$ cat config.mk
export PLATFORM = sky130hd
export DESIGN_NAME = regfile_dump_reader_flat
export DESIGN_NICKNAME = d
export VERILOG_FILES = /design/src/rtl/mips_debug_pkg.sv /design/src/rtl/regfile_dump_reader_if.sv /design/src/rtl/regfile_dump_reader_serializer.sv /design/src/rtl/regfile_dump_reader.sv /design/src/flat_wrapper.sv
export SDC_FILE = /design/constraint.sdc
export NUM_CORES = 1
export LEC_CHECK = 0
export BUFFER_PORTS_ARGS = -buffer_cell sky130_fd_sc_hd__clkbuf_2
export CORE_MARGIN = 2
export CORE_UTILIZATION = 52
export CTS_BUF_LIST = sky130_fd_sc_hd__clkbuf_8 sky130_fd_sc_hd__clkbuf_16
export CTS_CLUSTER_DIAMETER = 80
export DETAILED_ROUTE_END_ITERATION = 6
export PLACE_DENSITY = 0.9
export SETUP_SLACK_MARGIN = 0.2
export SYNTH_ARGS = -nofsm -noshare
export SYNTH_HDL_FRONTEND = slang
export SYNTH_SLANG_ARGS = --single-unit
$ cat constraint.sdc
create_clock -name clk -period 2.2 [get_ports clk]
set_input_delay 0.11 -clock clk [delete_from_list [all_inputs] [get_ports clk]]
set_output_delay 0.11 -clock clk [all_outputs]
set_load 0.02 [all_outputs]
$ cat src/rtl/mips_debug_pkg.sv
// Shared types and constants for the MIPS debug-side register dump path.
package mips_debug_pkg;

   localparam int NB_BYTE_DEF    = 8;
   localparam int NB_DATA_DEF    = 32;
   localparam int BYTES_PER_WORD = NB_DATA_DEF / NB_BYTE_DEF;

   typedef enum logic [2:0] {
      IDLE,
      ADDR,
      WAIT,
      SEND,
      DONE
   } state_t;

   function automatic int bytes_per_word(input int nb_data, input int nb_byte);
      return nb_data / nb_byte;
   endfunction

endpackage

$ cat src/rtl/regfile_dump_reader_if.sv
// Register-file read port plus byte stream towards the debug UART transmitter.
interface regfile_dump_reader_if
   import mips_debug_pkg::*;
#(
   parameter int NB_DATA = NB_DATA_DEF,
   parameter int NB_ADDR = 5,
   parameter int NB_BYTE = NB_BYTE_DEF
);

   logic [NB_ADDR-1:0] rd_addr;
   logic [NB_DATA-1:0] rd_data;
   logic [NB_BYTE-1:0] tx_data;
   logic               tx_valid;
   logic               tx_ready;

   // master: the dump reader; slave: register file and transmitter side
   modport master (
      output rd_addr, tx_data, tx_valid,
      input  rd_data, tx_ready
   );

   modport slave (
      input  rd_addr, tx_data, tx_valid,
      output rd_data, tx_ready
   );

endinterface

$ cat src/rtl/regfile_dump_reader_serializer.sv
// Word-to-byte serializer: loads a word, emits it MSB-first on a valid/ready stream.
module word_serializer
   import mips_debug_pkg::*;
#(
   parameter int NB_DATA = NB_DATA_DEF,
   parameter int NB_BYTE = NB_BYTE_DEF
) (
   input  logic               clk,
   input  logic               i_rst,
   input  logic               i_load,
   input  logic [NB_DATA-1:0] i_word,
   output logic [NB_BYTE-1:0] o_data,
   output logic               o_valid,
   input  logic               i_ready,
   output logic               o_last_accepted
);

   localparam int                BPW      = bytes_per_word(NB_DATA, NB_BYTE);
   localparam int                NB_IDX   = (BPW > 1) ? $clog2(BPW) : 1;
   localparam logic [NB_IDX-1:0] LAST_IDX = NB_IDX'(BPW - 1);

   logic [NB_DATA-1:0] shreg;
   logic [NB_IDX-1:0]  byte_idx;
   logic               valid_q;
   logic               accept;

   assign accept          = valid_q && i_ready;
   assign o_last_accepted = accept && (byte_idx == LAST_IDX);
   assign o_valid         = valid_q;
   assign o_data          = shreg[NB_DATA-1 -: NB_BYTE];

   // NOTE: state is updated with <= so every flop samples pre-edge values, as real registers do.
   always_ff @(posedge clk) begin
      if (i_rst) begin
         shreg    <= '0;
         byte_idx <= '0;
         valid_q  <= 1'b0;
      end else if (i_load) begin
         shreg    <= i_word;
         byte_idx <= '0;
         valid_q  <= 1'b1;
      end else if (accept) begin
         shreg    <= shreg << NB_BYTE;
         byte_idx <= byte_idx + 1'b1;
         if (byte_idx == LAST_IDX) valid_q <= 1'b0;
      end
   end

endmodule

$ cat src/rtl/regfile_dump_reader.sv
// Walks every register-file address and streams each word as bytes to the debug TX path.
module regfile_dump_reader
   import mips_debug_pkg::*;
#(
   parameter int NB_DATA = NB_DATA_DEF,
   parameter int NB_ADDR = 5,
   parameter int NB_BYTE = NB_BYTE_DEF
) (
   input  logic                  clk,
   input  logic                  i_rst,
   input  logic                  i_start,
   output logic                  o_busy,
   output logic                  o_done,
   regfile_dump_reader_if.master bus
);

   // One extra counter bit keeps the last-register compare free of wrap ambiguity.
   localparam logic [NB_ADDR:0] LAST_ADDR = (NB_ADDR + 1)'((1 << NB_ADDR) - 1);

   state_t             state, state_next;
   logic [NB_ADDR:0]   counter;
   logic               load;
   logic               last_accepted;
   logic               last_reg;

   assign last_reg    = (counter == LAST_ADDR);
   assign bus.rd_addr = counter[NB_ADDR-1:0];

   always_ff @(posedge clk) begin
      if (i_rst) state <= IDLE;
      else       state <= state_next;
   end

   always_ff @(posedge clk) begin
      if (i_rst)                                     counter <= '0;
      else if (state == IDLE && i_start)             counter <= '0;
      else if (state == SEND && last_accepted && !last_reg) counter <= counter + 1'b1;
   end

   // NOTE: every output of this block gets a default first, so no path can infer a latch.
   always_comb begin
      state_next = state;
      load       = 1'b0;
      o_done     = 1'b0;
      o_busy     = (state != IDLE);
      case (state)
         IDLE: if (i_start) state_next = ADDR;
         ADDR: state_next = WAIT;
         WAIT: begin
            load       = 1'b1;
            state_next = SEND;
         end
         SEND: if (last_accepted) state_next = last_reg ? DONE : ADDR;
         DONE: begin
            o_done     = 1'b1;
            state_next = IDLE;
         end
         default: state_next = IDLE;
      endcase
   end

   word_serializer #(
      .NB_DATA (NB_DATA),
      .NB_BYTE (NB_BYTE)
   ) u_serializer (
      .clk             (clk),
      .i_rst           (i_rst),
      .i_load          (load),
      .i_word          (bus.rd_data),
      .o_data          (bus.tx_data),
      .o_valid         (bus.tx_valid),
      .i_ready         (bus.tx_ready),
      .o_last_accepted (last_accepted)
   );

endmodule

$ cat src/flat_wrapper.sv
// flat-port wrapper written by rule: the top's interface ports become plain ports
module regfile_dump_reader_flat import mips_debug_pkg::*;
#(
   parameter int NB_DATA = NB_DATA_DEF,
   parameter int NB_ADDR = 5,
   parameter int NB_BYTE = NB_BYTE_DEF
)
  (clk, i_rst, i_start, o_busy, o_done, bus_rd_addr, bus_tx_data, bus_tx_valid, bus_rd_data, bus_tx_ready);
  regfile_dump_reader_if #(.NB_DATA(NB_DATA), .NB_ADDR(NB_ADDR), .NB_BYTE(NB_BYTE)) bus_i ();
  input  logic clk;
  input  logic i_rst;
  input  logic i_start;
  output logic o_busy;
  output logic o_done;
  output wire logic [$bits(bus_i.rd_addr)-1:0] bus_rd_addr;
  output wire logic [$bits(bus_i.tx_data)-1:0] bus_tx_data;
  output wire logic [$bits(bus_i.tx_valid)-1:0] bus_tx_valid;
  input wire logic [$bits(bus_i.rd_data)-1:0] bus_rd_data;
  input wire logic [$bits(bus_i.tx_ready)-1:0] bus_tx_ready;
  assign bus_rd_addr = bus_i.rd_addr;
  assign bus_tx_data = bus_i.tx_data;
  assign bus_tx_valid = bus_i.tx_valid;
  assign bus_i.rd_data = bus_rd_data;
  assign bus_i.tx_ready = bus_tx_ready;
  regfile_dump_reader #(.NB_DATA(NB_DATA), .NB_ADDR(NB_ADDR), .NB_BYTE(NB_BYTE)) u_core (.clk(clk), .i_rst(i_rst), .i_start(i_start), .o_busy(o_busy), .o_done(o_done), .bus(bus_i));
endmodule
==> results of run 1 <==
[layer usage]
metal	wire [um]	GRT usage (%)
met2	2090	34.5
met5	0	0
met4	106	10.2
met1	1990	25.2
met3	338	7.16
[metrics by stage]
| stage | area [sq um] | setup WS (ps) | std cells |
|---|---|---|---|
| 2_1_floorplan | 2020 | 458 | 253 |
| 3_3_place_gp | 2210 | 513 | 324 |
| 3_5_place_dp | 2210 | 438 | 324 |
| 4_1_cts | 2320 | 408 | 332 |
| 5_1_grt | 2320 | 304 | 332 |
| 6_report | 2320 | 391 | 332 |
[cells in the mapped netlist]
master	n	area share, %
or2_0	1	0.31
a2111oi_0	2	0.87
o21bai_1	1	0.37
a21oi_1	14	3.5
nor2_1	30	5.6
a311oi_1	24	10
nor3_1	5	1.2
mux2i_1	3	1.5
clkbuf_1	14	2.6
or3_1	2	0.62
and2_1	2	0.62
nand2_1	39	7.3
buf_4	15	5.6
o21ai_0	2	0.50
ha_1	2	1.2
nor4_1	1	0.31
xor2_1	1	0.43
nand2b_1	1	0.31
buf_1	4	0.74
or3b_1	1	0.43
nand3_1	36	8.9
or4_1	2	0.74
buf_2	1	0.25
nand4_2	1	0.62
o31ai_1	2	0.74
dfxtp_1	44	44
inv_1	3	0.56
[state kept, by name (all words and copies together) (netlist names)]
name / cells
u_core.u_serializer.byte_idx: 2
u_core.counter: 6
u_core.u_serializer.o_valid: 1
u_core.u_serializer.shreg: 32
u_core.state: 3
[area by class of cell]
cell class	count	area share [%]
multi-input combinational	172	40.6
sequential	44	38.0
timing repair buffer	57	13.5
clock buffer	5	2.97
tap	48	2.59
clock inverter	3	1.84
inverter	3	0.486
[kinds of logic (layout without fill, tap and decap cells)]
group	after synthesis	count (layout)	synth area share [%]
simple gates	121	121	27.0
flops	44	44	43.7
fa+ha+maj	2	2	1.24
compound gates	45	45	16.4
xor+xnor	1	1	0.435
buf+inv	37	68	9.75
mux	3	3	1.49
[final timing paths]
check / from / endpoint
worst min-delay path: bus_rd_data[2] / u_core.u_serializer.shreg[2]$_SDFFE_PP0P_
worst max-delay path: u_core.u_serializer.byte_idx[0]$_SDFFE_PP0P_ / u_core.counter[3]$_SDFFE_PP0P_
worst max register to register: u_core.u_serializer.byte_idx[0]$_SDFFE_PP0P_ / u_core.counter[3]$_SDFFE_PP0P_
worst min register to register: u_core.u_serializer.shreg[2]$_SDFFE_PP0P_ / u_core.u_serializer.shreg[2]$_SDFFE_PP0P_
[worst max-delay path, stage by stage (launching register included)]
cell and delay, ps:
dfxtp_1 370, ha_1 200, nand4_2 130, or2_0 350, or4_1 540, a21oi_1 150
[report_power, final]
part           internal, mW  switching (mW)  total, mW  leakage (nW)
Clock                 0.336           0.271      0.607        0.0541
Sequential            0.850          0.0328      0.883         0.359
Combinational        0.0895           0.147      0.237         0.485
Total                  1.28           0.451       1.73         0.898
==> flow_summary.toml, run 1 <==
[hold_path]
hp-class = "in -> reg"
hold_depth = 3

[global_routing]
grt_pass1_vias = 1712
grt_usage_pct = 21.3
overflow = 0
grt_max_degree = 40
grt_antenna_before_repair = 0
grt_pass1_wl_um = 7200

[logic_synthesis]
synth_fp_nets = 291
yosys_warnings = 0
synth_cells = 253
avgSynthCellArea_sq_um = 7.97
yosysSeqAreaShare_pct = 43.7
ys_ff_latch = 44
synth_cell_types = 27
synth_area_sq_um = 2020

[routing]
drt_iter0_drc = 186
routedWlPerCell_um = 13.6
firstDrtPassIters = 4
drt-total-wl_um = 4520
drcViolationCount = 0
vias_per_cell = 5.70
vias = 1891
ant_nets = 0

[outcome]
status = "completed"

[setup_path]
worstPathRequired_ps = 2430
critical_path_class = "reg -> reg"
rrSetupSlack_ps = 390
startpoint_type = "flop"
cp-end-kind = "flop"
critPathMaxFanout = 8
crit_arrival_ps = 2040
r2r_cells = 5

[cells_and_area]
drive_above_1_share_pct = 23.6
num-fill-cells = 333
area_growth_pct = 15.0
seq_area_sq_um = 881
multi_input_area_sq_um = 941
final_cell_mix = "51 x clkbuf_2, 44 x dfxtp_1, 38 x nand2_1, 36 x nand3_1, 30 x nor2_1"
final_util_pct = 62.8
final_nets = 321
antenna_cells = 0
mostFrequentLayoutCell = "clkbuf_2"

[clock_tree]
cts-root-buf = "clkbuf_8"
cts_buffer_depth = 2
cts_setup_buffers = 0
htreeDepth = 2
post_cts_resize_count = 0
cts.sinks = 44
numCtsBuffers = 5
path_clk_slew_ps = 80
insertion_delay_ps = 300
hold_buffers = 0
cts_tree = "yes"

[timing]
tns_ps = 0
drv_slew = 0
whs_ps = 27.4
worstMarginPinSlew_ps = 767
rsz0062_at_grt = "false"
fmax_mhz = 553
setup_viol = 0
relSlewSlack_pct = 48.8
skew_ps = 9.71
period_minus_slack_ps = 1810
finalCritPeriodShare_pct = 82.2
hold_viol_final = 0

[placed_design]
place_congestion = 0.791
port_buffers = 51
dp_hpwl_um = 3080

[die]
core-area_sq_um = 3690
pin_count = 52
dieArea_sq_um = 4390
initial_core_util_pct = 54.6
die_h_um = 66.3
rows = 22
die_x_um = 66.3

[job]
cap_violations = 0

[power]
leakage_nw = 0.898
p_total_mw = 1.73
power_density_nw_per_um2 = 745
peakVddDrop_uv = 501
No activity file was read; power rests on OpenSTA's default activity.
==> run 2, diff against run 1 <==
CORE_UTILIZATION = 47   (was 52)
PLACE_DENSITY = 0.86   (was 0.9)
clock period = 1.5 ns   (was 2.2 ns; I/O delays follow)
==> run 2 against run 1 <==
- the run now ends with negative hold slack, negative setup slack left
- maximum frequency increased by 11%
- final area increased by 21%
- clock power increased by 20%
- critical path type unchanged
- largest power group unchanged
- highest routed layer unchanged
==> flow_summary.toml, run 2 (same netlist as run 1, synthesis figures left out) <==
[cells_and_area]
final_cell_mix = "49 x clkbuf_2, 38 x dfxtp_1, 37 x nand2_1, 35 x nand3_1, 27 x nor2_1"
antenna_cells = 0
largest_register = "u_core.u_serializer.shreg"
largest_reg_flops = 32
reg_top3 = "u_core.u_serializer.shreg x32, u_core.counter x6, u_core.state x3"
stdcell_count = 356
final_util_pct = 69.0
drive_above_1_share_pct = 39.2
final_nets = 344
num-fill-cells = 300
finalInstanceArea_sq_um = 2800
mostFrequentLayoutCell = "clkbuf_2"
area_growth_pct = 38.9

[global_routing]
use_met2_pct = 37.0
overflow = 0
grt_antenna_before_repair = 0
grt_pass1_wl_um = 8360
met1_usage_pct = 24.2
grt_use_met3_pct = 6.25
grt_max_degree = 58
busiest_layer = "met2"
grt_pass1_vias = 1904
grt_usage_pct = 21.2

[setup_path]
worstPathRequired_ps = 1690
slowest_stage = "o31ai_1"
path_cells = "ha_4 -> nand4_4 -> or2_4 -> buf_4 -> o31ai_1 -> a21oi_2"
cp_num_cells = 6
cp-end-kind = "flop"
startpoint_type = "flop"
critPathMaxFanout = 6
r2r-start = "u_core.u_serializer.byte_idx[0]$_SDFFE_PP0P_"
critical_path.startpoint = "u_core.u_serializer.byte_idx[0]$_SDFFE_PP0P_"
worst-path-buf-inv = 1
r2r_cells = 6
crit_arrival_ps = 1810
critical_path_class = "reg -> reg"
slowest_delay_ps = 390
crit_family = "compound AO/OA/AOI/OAI gates"

[clock_tree]
htreeDepth = 2
cts_tree = "yes"
cts-root-buf = "clkbuf_8"
cts_buffer_depth = 2
path_clk_slew_ps = 80
cts.sinks = 44
numCtsBuffers = 5
insertion_delay_ps = 300

[power]
leakage_nw = 1.09
power_frac_comb_pct = 20.1
netSwitchingPower_mw = 0.745
clkPwrFrac_pct = 28.7
intPower_mw = 1.79
swShare_pct = 29.4
p_seq_share_pct = 51.2
power_density_nw_per_um2 = 905
p_total_mw = 2.54
peakVddDrop_uv = 762

[hold_path]
hold_depth = 3
hp-class = "in -> reg"
hp-start = "bus_rd_data[5]"

[routing]
vias_per_cell = 5.89
vias = 2096
firstDrtPassIters = 4
routedWlPerCell_um = 17.3
ant_nets = 0
drt-total-wl_um = 6150
drcViolationCount = 0
drt_iter0_drc = 190

[job]
cap_violations = 0

[die]
die_h_um = 69.5
die_x_um = 69.5
rows = 23
core-area_sq_um = 4060
pin_count = 52
initial_core_util_pct = 49.7
dieArea_sq_um = 4830

[timing]
whs_ps = -1.34
drv_slew = 0
worstMarginPinSlew_ps = 408
relSlewSlack_pct = 72.6
hold_viol_final = 1
worst_slack_ps = -122
skew_ps = 7.49
tns_ps = -192
period_minus_slack_ps = 1620
finalCritPeriodShare_pct = 108
setup_viol = 3
rsz0062_at_grt = "true"
fmax_mhz = 616

[outcome]
failed_checks = "negative hold slack, negative setup slack"
status = "finished, violations left"

[placed_design]
dp_hpwl_um = 3140
port_buffers = 51
place_congestion = 0.767
dp_worst_setup_slack_ps = -138
place_area_sq_um = 2290
place_inst = 334
run 2: cell types whose count changed in the layout (fill, tap and decap cells not counted), sizes merged:
cell,before,now
dlygate4sd3,0,5
inv,3,4
clkbuf,56,57
nor3,5,6
buf,6,22
clkinvlp,1,0
bufinv,1,0
run 2: what timing repair did:
item | in CTS | in global routing
pin swaps | 7 | 9
gates cloned | 1 | 4
setup endpoints to repair | 35 | 43
buffers inserted | 4 | 1
hold endpoints to repair | 5 | 0
hold buffers | 5 | 0
resized for setup | 26 | 36
run 2: final cells by class:
cell class / instances / area, sq um / area share [%]
Multi-Input combinational cell: 173 / 1150 / 41.2
Sequential cell: 44 / 891 / 31.8
Timing Repair Buffer: 79 / 602 / 21.5
Clock buffer: 5 / 68.8 / 2.46
Tap cell: 50 / 62.6 / 2.23
Clock inverter: 2 / 11.3 / 0.402
Inverter: 3 / 11.3 / 0.402
run 2: final timing paths:
path                                                     to  slack, ps
setup reg to reg             u_core.counter[2]$_SDFFE_PP0P_       -120
setup / recovery             u_core.counter[2]$_SDFFE_PP0P_       -120
hold / removal    u_core.u_serializer.shreg[5]$_SDFFE_PP0P_         -1
hold reg to reg   u_core.u_serializer.shreg[6]$_SDFFE_PP0P_        470
run 2: power groups by stage:
stage	Combinational, mW	Sequential [mW]	Clock [mW]
after floorplan	0.262	1.31	0
after global placement	0.358	1.31	0
after detailed placement	0.366	1.32	0
after CTS	0.406	1.29	0.724
after global routing	0.545	1.31	0.786
final	0.509	1.30	0.727
run 2: tightest hold or removal path, stage by stage:
cell      delay, ps
clkbuf_2         80
nand2_1          50
a21oi_1          50
run 2: routing by layer:
metal	part of all wire (%)	vias up
met3	6.9	21
met1	39	993
met4	3.7	0
met5	0	-
li1	-	996
met2	50	86
